<file path="config.mk">
export PLATFORM = sky130hd
export DESIGN_NAME = circuit1_sweep_flat
export DESIGN_NICKNAME = d
export VERILOG_FILES = /design/src/rtl/circuit1_sweep_if.sv /design/src/rtl/circuit1_sweep.sv /design/src/flat_wrapper.sv
export SDC_FILE = /design/constraint.sdc
export NUM_CORES = 1
export LEC_CHECK = 0
export CORE_ASPECT_RATIO = 1.4
export CORE_MARGIN = 8
export CORE_UTILIZATION = 45
export DETAILED_ROUTE_END_ITERATION = 7
export PLACE_DENSITY = 0.69
export SYNTH_ARGS = -nofsm -noshare
export SYNTH_HDL_FRONTEND = slang
export SYNTH_SLANG_ARGS = --single-unit
</file>
<file path="constraint.sdc">
create_clock -name clk -period 2.15 [get_ports clk]
set_clock_uncertainty 0.1 [all_clocks]
set_input_delay 0.5375 -clock clk [delete_from_list [all_inputs] [get_ports clk]]
set_output_delay 0.5375 -clock clk [all_outputs]
set_load 0.005 [all_outputs]
</file>
<file path="src/rtl/circuit1_sweep_if.sv">
// Signal bundle between the exhaustive sweep tester and its environment:
// start request and circuit output in, stimulus and results out.
interface circuit1_sweep_if;
    logic        start;
    logic        f;
    logic        w;
    logic        x;
    logic        y;
    logic        z;
    logic        busy;
    logic        done;
    logic        pass;
    logic [15:0] truth_table;
    logic [4:0]  mismatch_count;
    logic [3:0]  fail_index;

    // Tester side: drives stimulus and results, reads start and f.
    modport master (
        input  start,
        input  f,
        output w,
        output x,
        output y,
        output z,
        output busy,
        output done,
        output pass,
        output truth_table,
        output mismatch_count,
        output fail_index
    );

    // Environment side: the start button and the circuit under test.
    modport slave (
        output start,
        output f,
        input  w,
        input  x,
        input  y,
        input  z,
        input  busy,
        input  done,
        input  pass,
        input  truth_table,
        input  mismatch_count,
        input  fail_index
    );
endinterface

</file>
<file path="src/rtl/circuit1_sweep.sv">
// Exhaustive 16-vector tester for a 4-input combinational circuit: drives each
// vector, waits SETTLE cycles, samples f and compares against EXPECTED.
module circuit1_sweep #(
    parameter int unsigned SETTLE   = 1,
    parameter logic [15:0] EXPECTED = 16'h6879
) (
    input  logic              clk,
    input  logic              rst,
    circuit1_sweep_if.master  bus
);

    typedef enum logic [1:0] {
        ST_IDLE   = 2'd0,
        ST_WAIT   = 2'd1,
        ST_SAMPLE = 2'd2,
        ST_DONE   = 2'd3
    } state_t;

    localparam logic [3:0] SETTLE_L = SETTLE[3:0];

    state_t      state_q, state_d;
    logic [3:0]  idx_q, idx_d;
    logic [3:0]  settle_cnt_q, settle_cnt_d;
    logic [15:0] truth_table_q, truth_table_d;
    logic [4:0]  mismatch_count_q, mismatch_count_d;
    logic [3:0]  fail_index_q, fail_index_d;
    logic        first_fail_q, first_fail_d;
    logic        busy_q, busy_d;
    logic        done_q, done_d;
    logic        pass_q, pass_d;
    logic [3:0]  vec_q, vec_d;
    logic        launch_s;
    logic        miss_s;

    assign launch_s = ((state_q == ST_IDLE) || (state_q == ST_DONE)) && bus.start;
    assign miss_s   = (bus.f != EXPECTED[idx_q]);

    // State register.
    always_ff @(posedge clk) begin
        if (rst) begin
            state_q <= ST_IDLE;
        end else begin
            state_q <= state_d;
        end
    end

    // Next-state logic; a zero settle time skips WAIT entirely.
    always_comb begin
        state_d = state_q;
        case (state_q)
            ST_IDLE, ST_DONE: begin
                if (launch_s) begin
                    state_d = (SETTLE_L == 4'd0) ? ST_SAMPLE : ST_WAIT;
                end else begin
                    state_d = state_q;
                end
            end
            ST_WAIT: begin
                if (settle_cnt_q <= 4'd1) begin
                    state_d = ST_SAMPLE;
                end else begin
                    state_d = ST_WAIT;
                end
            end
            ST_SAMPLE: begin
                if (idx_q == 4'd15) begin
                    state_d = ST_DONE;
                end else if (SETTLE_L == 4'd0) begin
                    state_d = ST_SAMPLE;
                end else begin
                    state_d = ST_WAIT;
                end
            end
            default: state_d = ST_IDLE;
        endcase
    end

    // Datapath and next values of the registered outputs.
    always_comb begin
        idx_d            = idx_q;
        settle_cnt_d     = settle_cnt_q;
        truth_table_d    = truth_table_q;
        mismatch_count_d = mismatch_count_q;
        fail_index_d     = fail_index_q;
        first_fail_d     = first_fail_q;
        pass_d           = pass_q;
        case (state_q)
            ST_IDLE, ST_DONE: begin
                if (launch_s) begin
                    idx_d            = 4'd0;
                    settle_cnt_d     = SETTLE_L;
                    truth_table_d    = 16'd0;
                    mismatch_count_d = 5'd0;
                    fail_index_d     = 4'd0;
                    first_fail_d     = 1'b0;
                    pass_d           = 1'b0;
                end else begin
                    idx_d = idx_q;
                end
            end
            ST_WAIT: begin
                if (settle_cnt_q != 4'd0) begin
                    settle_cnt_d = settle_cnt_q - 4'd1;
                end else begin
                    settle_cnt_d = 4'd0;
                end
            end
            ST_SAMPLE: begin
                truth_table_d[idx_q] = bus.f;
                if (miss_s) begin
                    mismatch_count_d = mismatch_count_q + 5'd1;
                    if (!first_fail_q) begin
                        fail_index_d = idx_q;
                        first_fail_d = 1'b1;
                    end else begin
                        fail_index_d = fail_index_q;
                    end
                end else begin
                    mismatch_count_d = mismatch_count_q;
                end
                // Last vector: latch the verdict as DONE is entered.
                if (idx_q == 4'd15) begin
                    pass_d = (mismatch_count_d == 5'd0);
                end else begin
                    idx_d        = idx_q + 4'd1;
                    settle_cnt_d = SETTLE_L;
                end
            end
            default: begin
                idx_d = 4'd0;
            end
        endcase

        busy_d = (state_d == ST_WAIT) || (state_d == ST_SAMPLE);
        done_d = (state_d == ST_DONE);
        if (busy_d) begin
            vec_d = idx_d;
        end else begin
            vec_d = 4'd0;
        end
    end

    // Datapath and output registers.
    always_ff @(posedge clk) begin
        if (rst) begin
            idx_q            <= 4'd0;
            settle_cnt_q     <= 4'd0;
            truth_table_q    <= 16'd0;
            mismatch_count_q <= 5'd0;
            fail_index_q     <= 4'd0;
            first_fail_q     <= 1'b0;
            busy_q           <= 1'b0;
            done_q           <= 1'b0;
            pass_q           <= 1'b0;
            vec_q            <= 4'd0;
        end else begin
            idx_q            <= idx_d;
            settle_cnt_q     <= settle_cnt_d;
            truth_table_q    <= truth_table_d;
            mismatch_count_q <= mismatch_count_d;
            fail_index_q     <= fail_index_d;
            first_fail_q     <= first_fail_d;
            busy_q           <= busy_d;
            done_q           <= done_d;
            pass_q           <= pass_d;
            vec_q            <= vec_d;
        end
    end

    assign bus.w              = vec_q[3];
    assign bus.x              = vec_q[2];
    assign bus.y              = vec_q[1];
    assign bus.z              = vec_q[0];
    assign bus.busy           = busy_q;
    assign bus.done           = done_q;
    assign bus.pass           = pass_q;
    assign bus.truth_table    = truth_table_q;
    assign bus.mismatch_count = mismatch_count_q;
    assign bus.fail_index     = fail_index_q;

endmodule

</file>
<file path="src/flat_wrapper.sv">
// flat-port wrapper written by rule: the top's interface ports become plain ports
module circuit1_sweep_flat 
#(
    parameter int unsigned SETTLE   = 1,
    parameter logic [15:0] EXPECTED = 16'h6879
)
  (clk, rst, bus_start, bus_f, bus_w, bus_x, bus_y, bus_z, bus_busy, bus_done, bus_pass, bus_truth_table, bus_mismatch_count, bus_fail_index);
  circuit1_sweep_if bus_i ();
  input  logic clk;
  input  logic rst;
  input wire logic [$bits(bus_i.start)-1:0] bus_start;
  input wire logic [$bits(bus_i.f)-1:0] bus_f;
  output wire logic [$bits(bus_i.w)-1:0] bus_w;
  output wire logic [$bits(bus_i.x)-1:0] bus_x;
  output wire logic [$bits(bus_i.y)-1:0] bus_y;
  output wire logic [$bits(bus_i.z)-1:0] bus_z;
  output wire logic [$bits(bus_i.busy)-1:0] bus_busy;
  output wire logic [$bits(bus_i.done)-1:0] bus_done;
  output wire logic [$bits(bus_i.pass)-1:0] bus_pass;
  output wire logic [$bits(bus_i.truth_table)-1:0] bus_truth_table;
  output wire logic [$bits(bus_i.mismatch_count)-1:0] bus_mismatch_count;
  output wire logic [$bits(bus_i.fail_index)-1:0] bus_fail_index;
  assign bus_i.start = bus_start;
  assign bus_i.f = bus_f;
  assign bus_w = bus_i.w;
  assign bus_x = bus_i.x;
  assign bus_y = bus_i.y;
  assign bus_z = bus_i.z;
  assign bus_busy = bus_i.busy;
  assign bus_done = bus_i.done;
  assign bus_pass = bus_i.pass;
  assign bus_truth_table = bus_i.truth_table;
  assign bus_mismatch_count = bus_i.mismatch_count;
  assign bus_fail_index = bus_i.fail_index;
  circuit1_sweep #(.SETTLE(SETTLE), .EXPECTED(EXPECTED)) u_core (.clk(clk), .rst(rst), .bus(bus_i));
endmodule
</file>
# ---- Yosys cells after proc, flatten, opt, wreduce, memory -nomap -nowiden
# Memories as Yosys holds them, arrays and structs flattened. A register that Yosys moved wholly into a read port is not among the register bits.
# Index checks and enable logic that the tools add are counted.
# W data, S select, Z words.
dict set report word_totals {
  register_bits 43
  latch_bits 0
  mem_bits_rw 0
  mem_bits_ro 16
  mem_count 1
}
# name words word_bits rd rd_clocked_by_memory_dff write_ports line
set mem_list {}
lappend mem_list {{(name not given)} 16 1 1 1 0 circuit1_sweep.sv:36} ;# assign miss_s = (bus.f != EXPECTED[idx_q]);
dict set report classes {
  add_sub_neg 3
  n_mul 0
  div_mod_pow 0
  magnitude_cmp 3
  n_eq_ne 13
  n_shift 0
  n_mux 31
  n_bitwise 1
  reduce_logical 15
}
# op count
set ops {}
lappend ops {{$mux W4} 9}
lappend ops {{$pmux W16 S2} 1}
lappend ops {{$bwmux W16} 1}
lappend ops {{$mux W16} 1}
lappend ops {{$pmux W4 S2} 2}
lappend ops {{$mux W5} 3}
lappend ops {{$pmux W4 S3} 1}
lappend ops {{$pmux W5 S2} 1}
lappend ops {{$eq A2 B2 Y1 const B} 4}
lappend ops {{$mux W2} 3}
lappend ops {{$ne A2 B1 Y1 const B} 3}
lappend ops {{$pmux W2 S3} 1}
lappend ops {{$reduce_and A3 Y1} 2}
lappend ops {{$add A5 B1 Y5 const B} 1}
lappend ops {{$logic_not A5 Y1} 1}
lappend ops {{$lt A4 B5 Y1 const B} 1}
lappend ops {{$mux W1} 5}
lappend ops {{$add A4 B1 Y4 const B} 1}
lappend ops {{$demux W1 S4} 1}
lappend ops {{$eq A2 B1 Y1 const B} 2}
lappend ops {{$eq A4 B4 Y1 const B} 1}
lappend ops {{$ge A4 B1 Y1 const B} 1}
lappend ops {{$le A4 B1 Y1 const B} 1}
lappend ops {{$ne A2 B2 Y1 const B} 2}
lappend ops {{12 further kinds} 17}

# ---- Longest topological paths before layout
dict set report depth {
  word_depth 9
  depth_mapped 10
}

# ---- Least setup slack after synthesis
# OpenSTA, ideal clock, no wires.
dict set report synth_timing {
  kind {flip-flop to flip-flop}
  startpoint {register u_core.state_q[0]}
  endpoint {register (tool-made name)}
  setup_ns 0.122
  arrival_ns 1.569
  t_required_ns 1.928
  slack_ns 0.359
  stages_incl_launch_ff 8
  cell_sequence {dfxtp_1 inv_1 ha_1 nand2b_1 nand3_4 a32oi_2 xnor2_1 o311a_1}
}
# item line
set synth_lines {}
lappend synth_lines {{start: declaration} circuit1_sweep.sv:21} ;# state_t state_q, state_d;
lappend synth_lines {{start signal: assignment} circuit1_sweep.sv:43} ;# state_q <= state_d;

==> run metrics <==
Final #Nets between 300 and 400; power per cell area about 650 nW/um^2; worst setup margin 182.0 ps; Vias/cell around 5.6; RSZ-0062 raised after global routing false; Placement Setup Slack -89.37 ps; CP startpoint kind flop; Post-DP Area between 2000 and 3000 sq um; Primary FF master, synth dfxtp_1; FF-to-FF path depth 7; Skew-Pair Late Insertion Delay slightly below 300 ps; H-tree depth 2; Leak around 1.0 nW; syn_area_per_cell 8.551 sq um; CP endpoint kind flop; drt wl/cell 14.83 microns; die area 7478 sq um; EDFF count, synth 0; pins over their slew limit 0; Post-Syn Area roughly 2200 sq um; Critical Path RT between 2000 and 2500 ps; #FFs+latches synth 44; clock sink total 44; CTS buffer count 5; Final period util 0.9153; DRT Wirelength roughly 5500 microns; max_cap viols 0; first-pass GRT wire length between 9000 and 10,000 microns; Rows 30; Initial DRT Pass Iterations 4; grt ovf 0; TritonCTS clock tree yes; WP data arrival 2050 ps; most frequent cells in the layout dfxtp_1, a21oi_1, clkdlybuf4s50_1; gpl congestion between 0.8 and 0.9; design area roughly 2800 sq um; CTS Root Cell clkbuf_8; Max clock buf depth 2; Slew headroom 0.6315; Via Count 2,080; worst-path fanout max 8; Post-Syn Instances 260; I/O Buffers 35; Finished Core Util 0.5831; HPWL after DPL approximately 4000 microns; Async S/R FF share, synth 0; number of I/O pins 36; Hold Path Class flop to flop; initial core utilization 0.4628; post-synth cell types 55; Iteration-0 DRC Markers 155; Reg clk slew, reported paths about 80 ps; Worst Max-Slew Pin Slew roughly 550 ps; Area growth syn-to-layout 26.00%; Final ANT Viol Nets 0; status finished, final reports clean; vias in the first global route roughly 2,000; gr usage total 0.1552; share of cells above drive strength 1 0.1443; fmax approximately 510 MHz; Syn Nets roughly 270; Diodes inserted 0; Seq/Total Area, Yosys 0.3962; setup violators final 0; die extent in x between 70 and 80 microns; antenna violations before repair 0; Setup CP Type flop to flop; Core Region 4805 sq um; Tot Pwr ~1.8 mW; min cycle time layout between 1500 and 2000 ps; most common cell after layout, fill and taps aside dfxtp_1; YS warnings 0; Die Ht ~99 microns; final hold vios 0; hold depth 2; worst vdd ir between 0.4 and 0.5 mV; largest net degree at the start of global routing 37; DRC 0
[path summary, 6_finish.rpt]
path	endpoint	start	slack, ps
worst max register to register	flop	u_core.state_q[0]	180
worst max-delay path	flop	u_core.state_q[0]	180
worst min register to register	u_core.settle_cnt_q[3]	u_core.settle_cnt_q[3]	370
worst min-delay path	u_core.settle_cnt_q[3]	u_core.settle_cnt_q[3]	370
[cell families after synthesis]
family / synth area share
AOI/OAI and AO/OA: 0.2420
adders and majority gates: 0.04502
xor gates and xnor gates: 0.02307
buffers and inverters: 0.06978
and+or+nand+nor: 0.2195
DFF: 0.3962
muxes: 0.004502
[final cells by class]
cell class	count	area [sq um]
Clock buffer	6	72.57
Clock inverter	1	5.005
Fill cell	476	2003
Inverter	8	30.03
Multi-Input combinational cell	187	1190
Sequential cell	44	880.8
Tap cell	64	80.08
Timing Repair Buffer	59	543.0
[flip-flops by register name, summed over array words and instances, names as in the netlist, named ones only]
signal and flops:
u_core.bus.busy 1, u_core.bus.done 1, u_core.bus.fail_index 4, u_core.bus.mismatch_count 5, u_core.bus.pass 1, u_core.bus.truth_table 16
u_core.first_fail_q 1, u_core.idx_q 4, u_core.settle_cnt_q 4, u_core.state_q 2, u_core.vec_q 4
[synthesized netlist by cell type, drive strengths merged (2+ instances only)]
master  instances  area, sq um
a211oi          3        35.03
a21oi          41        205.2
a22oi           3        27.52
a32oi           2        25.03
and2            5        35.04
and2b           2        16.27
buf            14        98.83
clkbuf          7        26.28
dfxtp          44        880.8
ha              8        100.1
inv             7        26.28
nand2          12        45.04
nand2b          3        18.77
nand3           6        47.55
nand3b          2        15.01
nand4          22        143.9
nor2           22        92.59
nor2b           5        38.78
nor3            4        20.02
o21a            2        15.01
o21ai          24        120.1
o31ai           2        15.01
xnor2           4        35.03
[timing repair]
| action | CTS | global route |
|---|---|---|
| hold buffers | 0 | 0 |
| setup buffers | 0 | 0 |
| endpoints found under the setup margin | 0 | 1 |
| resized for setup | 0 | 1 |
[power by group]
group,total (mW),internal (mW),switching (mW)
logic,0.462,0.193,0.269
clock network,0.487,0.221,0.266
registers,0.858,0.842,0.0160
total,1.81,1.26,0.551
[critical path, stage by stage (launching register included)]
cell,delay [ps]
dfxtp_1,340
inv_1,60
ha_1,410
and2b_1,300
nor2_2,90
a211oi_4,280
nand3_1,130
o311a_1,140
[stage by stage]
stage	hold WS, ps	TNS [ps]	std cells
4_1_cts	368.7	0	369
3_5_place_dp	356.6	-1318	362
3_3_place_gp	349.7	-703.2	362
5_1_grt	388.7	0	369
6_report	366.4	0	369
2_1_floorplan	335.4	0	260
[routing by layer]
layer | routed length [microns] | GRT usage
met3 | 310 | 0.03927
met1 | 2234 | 0.1672
met2 | 2825 | 0.2695
met4 | 99 | 0.07132
met5 | 0 | 0
Power figures use the tool's default switching activity.
